## config.mk

```make
export PLATFORM = sky130hd
export DESIGN_NAME = vga_box_renderer
export DESIGN_NICKNAME = d
export VERILOG_FILES = /design/src/rtl/vga_box_renderer_pkg.sv /design/src/rtl/vga_bounce_axis.sv /design/src/rtl/vga_box_renderer.sv
export SDC_FILE = /design/constraint.sdc
export NUM_CORES = 1
export LEC_CHECK = 0
export BUFFER_PORTS_ARGS = -buffer_cell sky130_fd_sc_hd__buf_2
export CAP_MARGIN = 25
export CORE_UTILIZATION = 45
export DETAILED_ROUTE_END_ITERATION = 8
export PLACE_DENSITY = 0.75
export SLEW_MARGIN = 20
export SYNTH_ARGS = -nofsm -noshare
export SYNTH_HDL_FRONTEND = slang
export SYNTH_SLANG_ARGS = --single-unit
```

## constraint.sdc

```tcl
create_clock -name iCLK -period 17.3 [get_ports iCLK]
set_input_delay 0.865 -clock iCLK [delete_from_list [all_inputs] [get_ports iCLK]]
set_output_delay 0.865 -clock iCLK [all_outputs]
set_load 0.03 [all_outputs]
```

## src/rtl/vga_box_renderer_pkg.sv

```systemverilog
// rtl/vga_box_renderer_pkg.sv - shared screen geometry, register map and config record for the box renderer
package vga_box_renderer_pkg;

    localparam int H_PIXELS  = 640;
    localparam int V_PIXELS  = 480;
    localparam int H_TOTAL   = 800;
    localparam int RST_SIZE  = 32;
    localparam int CHECK_BIT = 5;

    localparam logic [2:0] ADDR_CTRL  = 3'd0;
    localparam logic [2:0] ADDR_SIZE  = 3'd1;
    localparam logic [2:0] ADDR_SPEED = 3'd2;
    localparam logic [2:0] ADDR_RED   = 3'd3;
    localparam logic [2:0] ADDR_GREEN = 3'd4;
    localparam logic [2:0] ADDR_BLUE  = 3'd5;

    typedef struct packed {
        logic       run;
        logic       chk;
        logic [7:0] size;
        logic [3:0] dx;
        logic [3:0] dy;
        logic [9:0] red;
        logic [9:0] green;
        logic [9:0] blue;
    } cfg_t;

    localparam cfg_t CFG_RESET = '{
        run:   1'b0,
        chk:   1'b1,
        size:  8'(RST_SIZE),
        dx:    4'd1,
        dy:    4'd1,
        red:   10'h3FF,
        green: 10'h3FF,
        blue:  10'h3FF
    };

    // A zero size would make the box vanish and the clamp limit degenerate, so it is stored as 1.
    function automatic cfg_t cfg_write(input cfg_t c, input logic [2:0] addr, input logic [9:0] data);
        cfg_t r;
        r = c;
        case (addr)
            ADDR_CTRL:  begin
                r.run = data[0];
                r.chk = data[1];
            end
            ADDR_SIZE:  r.size = (data[7:0] == 8'd0) ? 8'd1 : data[7:0];
            ADDR_SPEED: begin
                r.dx = data[3:0];
                r.dy = data[7:4];
            end
            ADDR_RED:   r.red   = data;
            ADDR_GREEN: r.green = data;
            ADDR_BLUE:  r.blue  = data;
            default:    ;
        endcase
        return r;
    endfunction

endpackage

```

## src/rtl/vga_bounce_axis.sv

```systemverilog
// rtl/vga_bounce_axis.sv - one axis of box position with clamp and edge bounce, stepped once per frame tick
module vga_bounce_axis #(
    parameter int LIMIT = 640
) (
    input  logic       i_clk,
    input  logic       i_rst,
    input  logic       i_tick,
    input  logic       i_run,
    input  logic [7:0] i_size,
    input  logic [3:0] i_delta,
    output logic [9:0] o_pos
);

    logic [9:0]  r_pos;
    logic        r_dir;
    logic [10:0] w_lim;
    logic [10:0] w_clamp;
    logic [10:0] w_sum;
    logic [10:0] w_delta;
    logic [10:0] w_nxt;
    logic        w_nxt_dir;

    // r_dir = 0 moves towards increasing coordinates; 11-bit math keeps x+dx from wrapping.
    assign w_delta = {7'd0, i_delta};
    assign w_lim   = 11'(LIMIT) - {3'd0, i_size};
    assign w_clamp = ({1'b0, r_pos} > w_lim) ? w_lim : {1'b0, r_pos};
    assign w_sum   = w_clamp + w_delta;

    always_comb begin
        w_nxt     = w_clamp;
        w_nxt_dir = r_dir;
        if (i_run && (i_delta != 4'd0)) begin
            if (!r_dir) begin
                if (w_sum >= w_lim) begin
                    w_nxt     = w_lim;
                    w_nxt_dir = 1'b1;
                end else begin
                    w_nxt = w_sum;
                end
            end else begin
                if (w_clamp <= w_delta) begin
                    w_nxt     = 11'd0;
                    w_nxt_dir = 1'b0;
                end else begin
                    w_nxt = w_clamp - w_delta;
                end
            end
        end
    end

    always_ff @(posedge i_clk) begin
        if (i_rst) begin
            r_pos <= 10'd0;
            r_dir <= 1'b0;
        end else if (i_tick) begin
            r_pos <= w_nxt[9:0];
            r_dir <= w_nxt_dir;
        end
    end

    assign o_pos = r_pos;

endmodule

```

## src/rtl/vga_box_renderer.sv

```systemverilog
// rtl/vga_box_renderer.sv - bouncing box over checkerboard, colour source one pixel ahead of VGA_Sync
module vga_box_renderer
    import vga_box_renderer_pkg::*;
(
    input  logic       iCLK,
    input  logic       iRST,
    input  logic [9:0] iPX,
    input  logic [9:0] iPY,
    input  logic       iWE,
    input  logic [2:0] iADDR,
    input  logic [9:0] iWDATA,
    output logic [9:0] oRed,
    output logic [9:0] oGreen,
    output logic [9:0] oBlue,
    output logic       oFrameTick,
    output logic [9:0] oBoxX,
    output logic [9:0] oBoxY
);

    cfg_t        r_shadow;
    cfg_t        w_cfg_nxt;
    logic        r_chk;
    logic [7:0]  r_size;
    logic [9:0]  r_box_red;
    logic [9:0]  r_box_green;
    logic [9:0]  r_box_blue;
    logic [9:0]  r_red;
    logic [9:0]  r_green;
    logic [9:0]  r_blue;
    logic        r_tick;
    logic        w_tick;
    logic [9:0]  w_nx;
    logic [9:0]  w_box_x;
    logic [9:0]  w_box_y;
    logic        w_in_active;
    logic        w_in_box;
    logic [29:0] w_pix;

    // The tick-cycle write is merged before the copy so it takes effect at that same tick.
    assign w_cfg_nxt = iWE ? cfg_write(r_shadow, iADDR, iWDATA) : r_shadow;
    assign w_tick    = (iPX == 10'd0) && (iPY == 10'(V_PIXELS));

    vga_bounce_axis #(.LIMIT(H_PIXELS)) u_axis_x (
        .i_clk   (iCLK),
        .i_rst   (iRST),
        .i_tick  (w_tick),
        .i_run   (w_cfg_nxt.run),
        .i_size  (w_cfg_nxt.size),
        .i_delta (w_cfg_nxt.dx),
        .o_pos   (w_box_x)
    );

    vga_bounce_axis #(.LIMIT(V_PIXELS)) u_axis_y (
        .i_clk   (iCLK),
        .i_rst   (iRST),
        .i_tick  (w_tick),
        .i_run   (w_cfg_nxt.run),
        .i_size  (w_cfg_nxt.size),
        .i_delta (w_cfg_nxt.dy),
        .o_pos   (w_box_y)
    );

    // Look one pixel ahead so the registered colour lines up with the coordinate VGA_Sync shows.
    assign w_nx        = (iPX == 10'(H_TOTAL - 1)) ? 10'd0 : iPX + 10'd1;
    assign w_in_active = (w_nx < 10'(H_PIXELS)) && (iPY < 10'(V_PIXELS));
    assign w_in_box    = ({1'b0, w_nx} >= {1'b0, w_box_x}) &&
                         ({1'b0, w_nx} <  ({1'b0, w_box_x} + {3'd0, r_size})) &&
                         ({1'b0, iPY}  >= {1'b0, w_box_y}) &&
                         ({1'b0, iPY}  <  ({1'b0, w_box_y} + {3'd0, r_size}));

    always_comb begin
        w_pix = 30'd0;
        if (w_in_active) begin
            if (w_in_box) begin
                w_pix = {r_box_red, r_box_green, r_box_blue};
            end else if (r_chk && (w_nx[CHECK_BIT] ^ iPY[CHECK_BIT])) begin
                w_pix = {3{10'h200}};
            end
        end
    end

    always_ff @(posedge iCLK) begin
        if (iRST) begin
            r_shadow    <= CFG_RESET;
            r_chk       <= CFG_RESET.chk;
            r_size      <= CFG_RESET.size;
            r_box_red   <= CFG_RESET.red;
            r_box_green <= CFG_RESET.green;
            r_box_blue  <= CFG_RESET.blue;
            r_red       <= 10'd0;
            r_green     <= 10'd0;
            r_blue      <= 10'd0;
            r_tick      <= 1'b0;
        end else begin
            r_shadow <= w_cfg_nxt;
            if (w_tick) begin
                r_chk       <= w_cfg_nxt.chk;
                r_size      <= w_cfg_nxt.size;
                r_box_red   <= w_cfg_nxt.red;
                r_box_green <= w_cfg_nxt.green;
                r_box_blue  <= w_cfg_nxt.blue;
            end
            r_red   <= w_pix[29:20];
            r_green <= w_pix[19:10];
            r_blue  <= w_pix[9:0];
            r_tick  <= w_tick;
        end
    end

    assign oRed       = r_red;
    assign oGreen     = r_green;
    assign oBlue      = r_blue;
    assign oFrameTick = r_tick;
    assign oBoxX      = w_box_x;
    assign oBoxY      = w_box_y;

endmodule

```

==> results.md <==
- The post-synth net total is between 1,000 and 1,500.
- The initial antenna violation count is 0.
- The fraction of the mapped netlist area in compound gates is 0.219.
- The maximum fanout encountered on the critical timing path is 20.
- The total global-route track usage is 0.259.
- Of the total synthesized cell area, the portion taken by full adders, half adders and majority gates is 0.150.
- Setup repair after global routing left no endpoint under its margin.
- The slowest stage cell on the critical path is and4bb_4.
- The number of clock sinks is 140.
- After detailed routing, the average wire length per cell comes to ~19 um.
- For the final routed database, the setup TNS stands at 0 ns.
- The die area is 22,600 um^2.
- IR analysis of the VDD net gives a maximum drop of between 0.04 and 0.05 mV.
- The count of fill cells added during filler insertion is around 1,900.
- Measured along the y axis, the die boundary spans 150 um.
- The startpoint identified for the worst hold timing path is r_box_green[1].
- The maximum level of the CTS H-tree is 4.
- The number of buffers inserted by port buffering is 86.
- The final period utilization is 0.487.
- The signal arrival time at the worst endpoint is between 8 and 9 ns.
- The post-DP HPWL is ~22 mm.
- The clock tree from TritonCTS is done.
- The post-synthesis average cell area is roughly 8.5 um^2.
- The maximum frequency from static timing analysis is 119 MHz.
- The number of pins with negative max-slew slack in the final report is 0.
- The synthesis-stage register bit count is 140.
- Of the post-synthesis cell area, the part taken by muxes is 0.0729.
- For this block, the routed nets add up to approximately 29 mm of wire.
- Between clock sinks in the finished design, the worst skew comes to approximately 0.014 ns.
- The cell area power density is slightly above 70 nW/um^2.
- The synthesis-to-finish area growth is 12.5%.
- The post-CTS repair timing setup buffer count is 0.
- 87 I/O pins were placed.
- Synthesis produced between 1,000 and 1,500 cells.
- The slew at the pin closest to its max-slew limit is between 0.9 and 1 ns.
- After synthesis, the largest family of logic cells by area is compound AO/OA/AOI/OAI gates.
- For this run, design rule violations remaining after detail routing come to 0.
- The worst pin sits at a relative slew slack of 0.365.
- The worst setup path is launched from an input port.
- The startpoint of the worst setup timing path is iADDR[1].
- The cell sitting at the root of the clock tree is a clkbuf_16.
- The worst min-delay path class is reg -> reg.
- The worst path in the final design needs a cycle of between 8 and 9 ns, including I/O delays and setup.
- The number of nets in the layout is ~1,400.
- At the end of the flow the core is filled with cells to 0.524.
- The critical path capture point type is a register.
- Global routing finished with a remaining overflow of 0.
- The floorplan die width is approximately 150 um.
- Of the cells placed in the final design, the portion with a size suffix greater than 1 is 0.144.
- The first global-routing pass estimated between 40 and 50 mm of wire.
- The proportion of register bits with asynchronous set or reset after synthesis is 0.
- The number of DRC markers in iteration 0 is 785.
- The pin count of the biggest net entering global routing is 75.
- The count of maximum capacitance violations is 0.
- The critical path in this run is classified as in -> reg.
- The initial utilization of the core area, before any placement, comes to 0.466.
- By instance count, the cell type seen most on the critical path is ha_1.
- The via-per-instance ratio is roughly 5.9.
- The number of distinct library cells after synthesis is 88.
- The clock latency on the worst-skew pair is around 0.42 ns.
- The via total after detailed routing is 8,977.
- The number of setup violations in the final report is 0.
- The via count of the first global-routing pass is roughly 8,300.
- The Yosys step of the flow raised 0 warnings.
- The predominant post-synthesis flop cell is dfxtp_1.
- Of the total synthesized cell area, the portion taken by XOR and XNOR cells is 0.0494.
- The analysis attributes to cell leakage a power of a little over 5 nW.
- The TritonCTS buffer count is 17.
- The number of rows created at floorplan is 53.
- The area occupied by registers is between 2000 and 3000 um^2.
- Post-CTS repair changed the size of 0 cells.
- The mapped cell area is a little under 10,000 um^2.
- The CTS clock-pin slew for the worst setup and hold paths is ~0.070 ns.
- The final number of hold-violating endpoints is 0.
- At the worst endpoint, the required time is between 15 and 20 ns.
- The area fraction in and, or, nand and nor cells after synthesis is 0.176.
- The total area of multi-input combinational cells is 6620 um^2.
- The hold buffer count at CTS is 0.
- The sequential element share of the synthesized area is 0.282.
- For this run, the slowest stage of the critical path takes about 0.56 ns.
- The buffer levels on the longest clock path is 2.
- In this run the standard cell core region covers about 21,000 um^2.
- Counting flops with a built-in enable in the synthesized netlist gives 0.
- The congestion estimate from routability-driven global placement came to 1.02.
- The total inserted antenna cells is 0.
- Once detail routing completed, the nets flagged for antenna violations numbered 0.
- The startpoint of the worst register-to-register path is r_shadow[39].
- For this run, the detailed router's first-pass iteration total came to 5.
- The flow ran to the end, and the final reports show no timing, DRC or antenna violations.
path summary, 6_finish.rpt:
check / end / slack [ns] / depth (start not counted)
worst max-delay path: u_axis_y.o_pos[2] / 8.87 / 32
worst min-delay path: oGreen[1] / 0.45 / 1
worst max register to register: u_axis_y.o_pos[2] / 9.80 / 30
worst min register to register: oGreen[1] / 0.45 / 1
power breakdown:
| part | switching (mW) | total (mW) | internal [mW] |
|---|---|---|---|
| Sequential | 0.00184 | 0.328 | 0.326 |
| Clock | 0.173 | 0.370 | 0.197 |
| Combinational | 0.0712 | 0.112 | 0.0407 |
cell families (layout without fill, tap and decap cells):
group                      after synthesis  in the layout
and+or+nand+nor                        361            361
buffers and inverters                  123            199
adders and majority gates              115            115
AOI/OAI and AO/OA                      302            302
DFF                                    140            140
muxes                                   69             69
xor gates and xnor gates                52             52
layout make-up:
type	instances	area share
Timing Repair Buffer	98	0.0466
Tap cell	275	0.0308
Clock inverter	15	0.0169
Inverter	69	0.0232
Multi-Input combinational cell	899	0.593
Sequential cell	140	0.251
Clock buffer	17	0.0381
sequential cells by signal, summed over array words and instances, names as in the netlist:
name and count:
r_chk 1, r_box_blue 10, r_shadow 48, oBlue 10, u_axis_y.r_dir 1, r_box_red 10, oGreen 10, oRed 10
u_axis_y.o_pos 10, r_box_green 10, r_size 8, u_axis_x.o_pos 10, oFrameTick 1, u_axis_x.r_dir 1
layout by cell type, fill, tap and decap left out, types with 14 or more instances in the layout:
cell	count
xnor2_1	32
nand2_1	114
nor3_1	21
mux2i_1	60
a21oi_1	70
or3_1	14
xor2_1	17
nor2_1	91
ha_1	109
clkbuf_16	17
dfxtp_1	140
o211ai_1	35
nand3_1	29
a21o_1	36
buf_2	86
o21ai_0	33
and2_1	30
inv_1	66
through the flow:
step / std cells / total power, mW / instance area (um^2) / hold slack, ns / setup WS [ns]
after floorplan: 1162 / 0.413 / 9920 / 0.426 / 9.18
after global placement: 1480 / 0.443 / 10500 / 0.434 / 8.95
after detailed placement: 1481 / 0.445 / 10500 / 0.437 / 8.65
after CTS: 1513 / 0.813 / 11200 / 0.453 / 9.09
after global routing: 1513 / 0.839 / 11200 / 0.473 / 8.19
final: 1513 / 0.810 / 11200 / 0.450 / 8.87
synth_stat cells (all sizes together) (7+ instances only):
cell | instances | area share
or3 | 14 | 0.0088
xnor2 | 33 | 0.030
o211ai | 36 | 0.028
nor3 | 25 | 0.014
nor2 | 92 | 0.036
a31oi | 13 | 0.011
o21ai | 36 | 0.018
a21o | 36 | 0.027
o21bai | 12 | 0.0091
a21oi | 73 | 0.038
buf | 15 | 0.010
ha | 109 | 0.14
a211oi | 12 | 0.0096
mux2i | 65 | 0.068
xor2 | 17 | 0.015
clkbuf | 39 | 0.015
o31ai | 9 | 0.0087
o21a | 10 | 0.0076
nand3 | 29 | 0.015
a221oi | 7 | 0.0081
dfxtp | 140 | 0.28
inv | 67 | 0.025
and2 | 31 | 0.020
nand4 | 7 | 0.0044
nand2 | 114 | 0.043
nor2b | 11 | 0.0069
nand2b | 10 | 0.0063
critical path: cells and delay by family:
family	cells	cell delay, ns
xor+xnor	1	0.15
simple gates	12	2.60
fa+ha+maj	4	1.17
compound gates	11	2.89
buf+inv	3	0.71
mux	1	0.34
routing by layer:
layer,global-route usage,vias to the layer above,routed length [um]
met4,0.0869,0,769
met1,0.357,4217,12800
met2,0.408,402,12900
li1,-,4301,-
met3,0.0421,57,2500
met5,0,-,0
Power figures use the tool's default switching activity.
